==> src/rtl/bit16_misr_checker_pkg.sv <==
// Shared definitions for the BIST response analyser.
//   SIG_W        : signature width, equal to the {cout,sum[15:0]} response width
//   MISR_POLY    : Galois feedback mask for x^17 + x^14 + 1
//   misr_state_t : analyser FSM states
package bist_pkg;

  localparam int SIG_W = 17;
  localparam logic [SIG_W-1:0] MISR_POLY = 17'h04001;

  typedef enum logic [1:0] {
    IDLE = 2'd0,
    RUN  = 2'd1,
    DONE = 2'd2
  } misr_state_t;

endpackage

==> src/rtl/bit16_misr_checker_misr17_step.sv <==
// misr17_step: one combinational MISR update.
//   sig      in  : current signature
//   data_in  in  : response word to compact
//   sig_next out : signature after compacting data_in
// The MSB shifts out and is not wrapped around; when it is set the feedback
// mask is XORed into the shifted value instead.
module misr17_step
  import bist_pkg::*;
(
  input  logic [SIG_W-1:0] sig,
  input  logic [SIG_W-1:0] data_in,
  output logic [SIG_W-1:0] sig_next
);

  assign sig_next = {sig[SIG_W-2:0], 1'b0}
                  ^ (sig[SIG_W-1] ? MISR_POLY : '0)
                  ^ data_in;

endmodule

==> config.mk <==
export PLATFORM = sky130hd
export DESIGN_NAME = misr17_step
export DESIGN_NICKNAME = d
export VERILOG_FILES = /design/src/rtl/bit16_misr_checker_pkg.sv /design/src/rtl/bit16_misr_checker_misr17_step.sv
export SDC_FILE = /design/constraint.sdc
export NUM_CORES = 1
export LEC_CHECK = 0
export ABC_CLOCK_PERIOD_IN_PS = 1060
export CAP_MARGIN = 20
export CORE_AREA = 2 2 39 41
export DETAILED_ROUTE_END_ITERATION = 8
export DIE_AREA = 0 0 41 43
export GPL_TIMING_DRIVEN = 0
export PLACE_DENSITY = 0.72
export RECOVER_POWER = 100
export SLEW_MARGIN = 40
export SYNTH_ARGS = -nofsm -noshare
export SYNTH_HDL_FRONTEND = slang
export SYNTH_SLANG_ARGS = --single-unit
==> constraint.sdc <==
create_clock -name vclk -period 1.06
set_clock_uncertainty 0.1 [all_clocks]
set_input_delay 0.106 -clock vclk [all_inputs]
set_output_delay 0.106 -clock vclk [all_outputs]
set_load 0.005 [all_outputs]
==> results by group <==
Drt
  • Initial DRC Count: 0
  • DRT Pass-1 Iters: 1
  • ANT nets after route: 0
  • Routed vias/inst: roughly 3.7
  • Routed WL: between 700 and 800 µm
  • Per-cell routed wire length: about 9.1 µm
  • Residual DRC count: 0
  • Vias: between 300 and 400

Place
  • Port Buffers: 51
  • Final Wtd Congestion: slightly above 0.6
  • Cells after DPL: 84
  • Dpl hpwl: roughly 690 µm

Floorplan
  • Starting Density: between 10% and 20%
  • Core Area: between 0.001 and 0.0015 mm²
  • Die X: roughly 41 µm
  • # rows: 14
  • Top Ports: 51
  • Die area: about 0.0018 mm²
  • Die extent in y: around 43 µm

Final layout
  • Post-route insts no fill: between 80 and 90
  • Reg area: 0 µm²
  • Antenna Cells: 0
  • Synthesis-to-finish area growth: 290%
  • Layout clock buffer count: 0
  • Layout cells sized above 1: 5.88%
  • Net count of the finished layout: between 100 and 150
  • Sequential cell count: 0

Synthesis
  • Synth top area cells: xor2_1 85%, xor3_1 15%
  • Register area share after synthesis: 0%
  • Synth Warn #: 0
  • Synth top area share: a little under nine tenths
  • Cells after synthesis: 17
  • Synth top cells by count: 16 x xor2_1, 1 x xor3_1
  • Synth Area per Inst: between 9 and 10 µm²
  • Area leader, netlist: xor2_1
  • Synthesized area: 164 µm²
  • Synth cell types: 2
  • Top-count cell post-synth: xor2_1
  • Net Count, Synth: 51

Timing
  • Headroom to the max-slew limit: 91.4%
  • Period Utilization, post-route: around 98%
  • F_max: approximately 0.97 GHz
  • Minimum clock period: 1030 ps
  • Slew Viols, Final: 0
  • # setup viols final: 0
  • Hold Fails Final Rpt: 0
  • Worst slew pin tran: between 100 and 150 ps
  • Unrepaired setup endpoints after global routing: false

GRT
  • Initial antenna violation count: 0
  • Vias in the first global route: just over 300
  • Largest net degree at the start of global routing: 3
  • First-pass GRT wire length: between 1 and 1.5 mm
  • Gr usage total: between 8 and 9%
  • GRT overflow: 0

Power
  • Pwr dens: between 300 and 400 mW/mm²
  • Total power: 222 µW
  • LEAKAGE: about 0.00047 µW
  • Max VDD drop: 0.129 mV

Status
  • Status: finished clean

Setup path
  • Crit Path Max Fanout: 1
  • Crit Path Category: input pin to output pin
  • Startpoint types: input pin
  • Critical Path RT: around 850 ps
  • Worst Setup EP: sig_next[3]
  • Worst setup EP type: output pin
  • Arr. time, crit path: between 800 and 900 ps
  • Crit path launch: data_in[3]

Hold path
  • Hold WC Path Type: input pin to output pin

Flow run
  • Max-cap violation count: 0
-- cell type report --
type,instances,area [µm²]
well taps,16,20.0
fillers,152,744
repair buffers,51,455
multi-input cells,17,164
-- through the flow --
step	setup TNS [ps]	cell area [µm²]	worst slack, ps	hold slack (ps)	utilization, %
after floorplan	0	164	361	163	-
after global placement	-6600	694	-542	1070	50.2
after detailed placement	-6790	694	-533	1080	50.2
after CTS	0	597	1.83	504	43.1
after global routing	0	639	0.443	388	46.2
final	0	639	26.3	367	46.2
-- power by group --
| part | switching (µW) | internal (µW) | leakage [µW] | total (µW) |
|---|---|---|---|---|
| Clock | 0 | 0 | 0 | 0 |
| Combinational | 76.8 | 146 | 0.000471 | 222 |
| Sequential | 0 | 0 | 0 | 0 |
-- cell usage in the layout (no fill, tap or decap) --
cell,synthesis,layout
buf_2,0,2
clkbuf_1,0,13
clkbuf_2,0,2
clkdlybuf4s15_1,0,1
clkdlybuf4s50_1,0,1
dlygate4sd2_1,0,9
dlymetal6s2s_1,0,23
xor2_1,16,16
xor3_1,1,1
-- cells by family (layout without fill, tap and decap cells) --
logic type | Yosys count | after routing | share of synthesized area (%)
xor+xnor | 17 | 17 | 100
buf+inv | 0 | 51 | 0
-- how the worst min path moves through the flow --
stage	startpoint	endpoint	slack, ps	cells past startpoint
floorplan	sig[16]	sig_next[0]	160	1
global placement	sig[9]	sig_next[10]	1070	3
detailed placement	data_in[7]	sig_next[7]	1080	3
CTS	data_in[4]	sig_next[4]	500	3
global route	sig[1]	sig_next[2]	390	3
finish	data_in[7]	sig_next[7]	370	3
-- per-layer routing --
metal	vias to the layer above	global-route usage, %	share of wire, %
met4	0	0	0
met2	33	16.3	49
met5	-	0	0
li1	154	-	-
met3	0	1.57	22
met1	123	7.96	28
-- repair_timing --
| item | 4_1_cts | 5_1_grt |
|---|---|---|
| setup endpoints to repair | 17 | 15 |
| resized for setup | 77 | 24 |
| pin swaps | 6 | 13 |
| cloned | 0 | 0 |
| hold buffers | 0 | 0 |
| setup buffers | 0 | 0 |
-- critical path, cell delays in order --
cell             delay (ps)
clkdlybuf4s50_1         470
xor2_1                  130
buf_2                   120
Power figures use the tool's default switching activity.
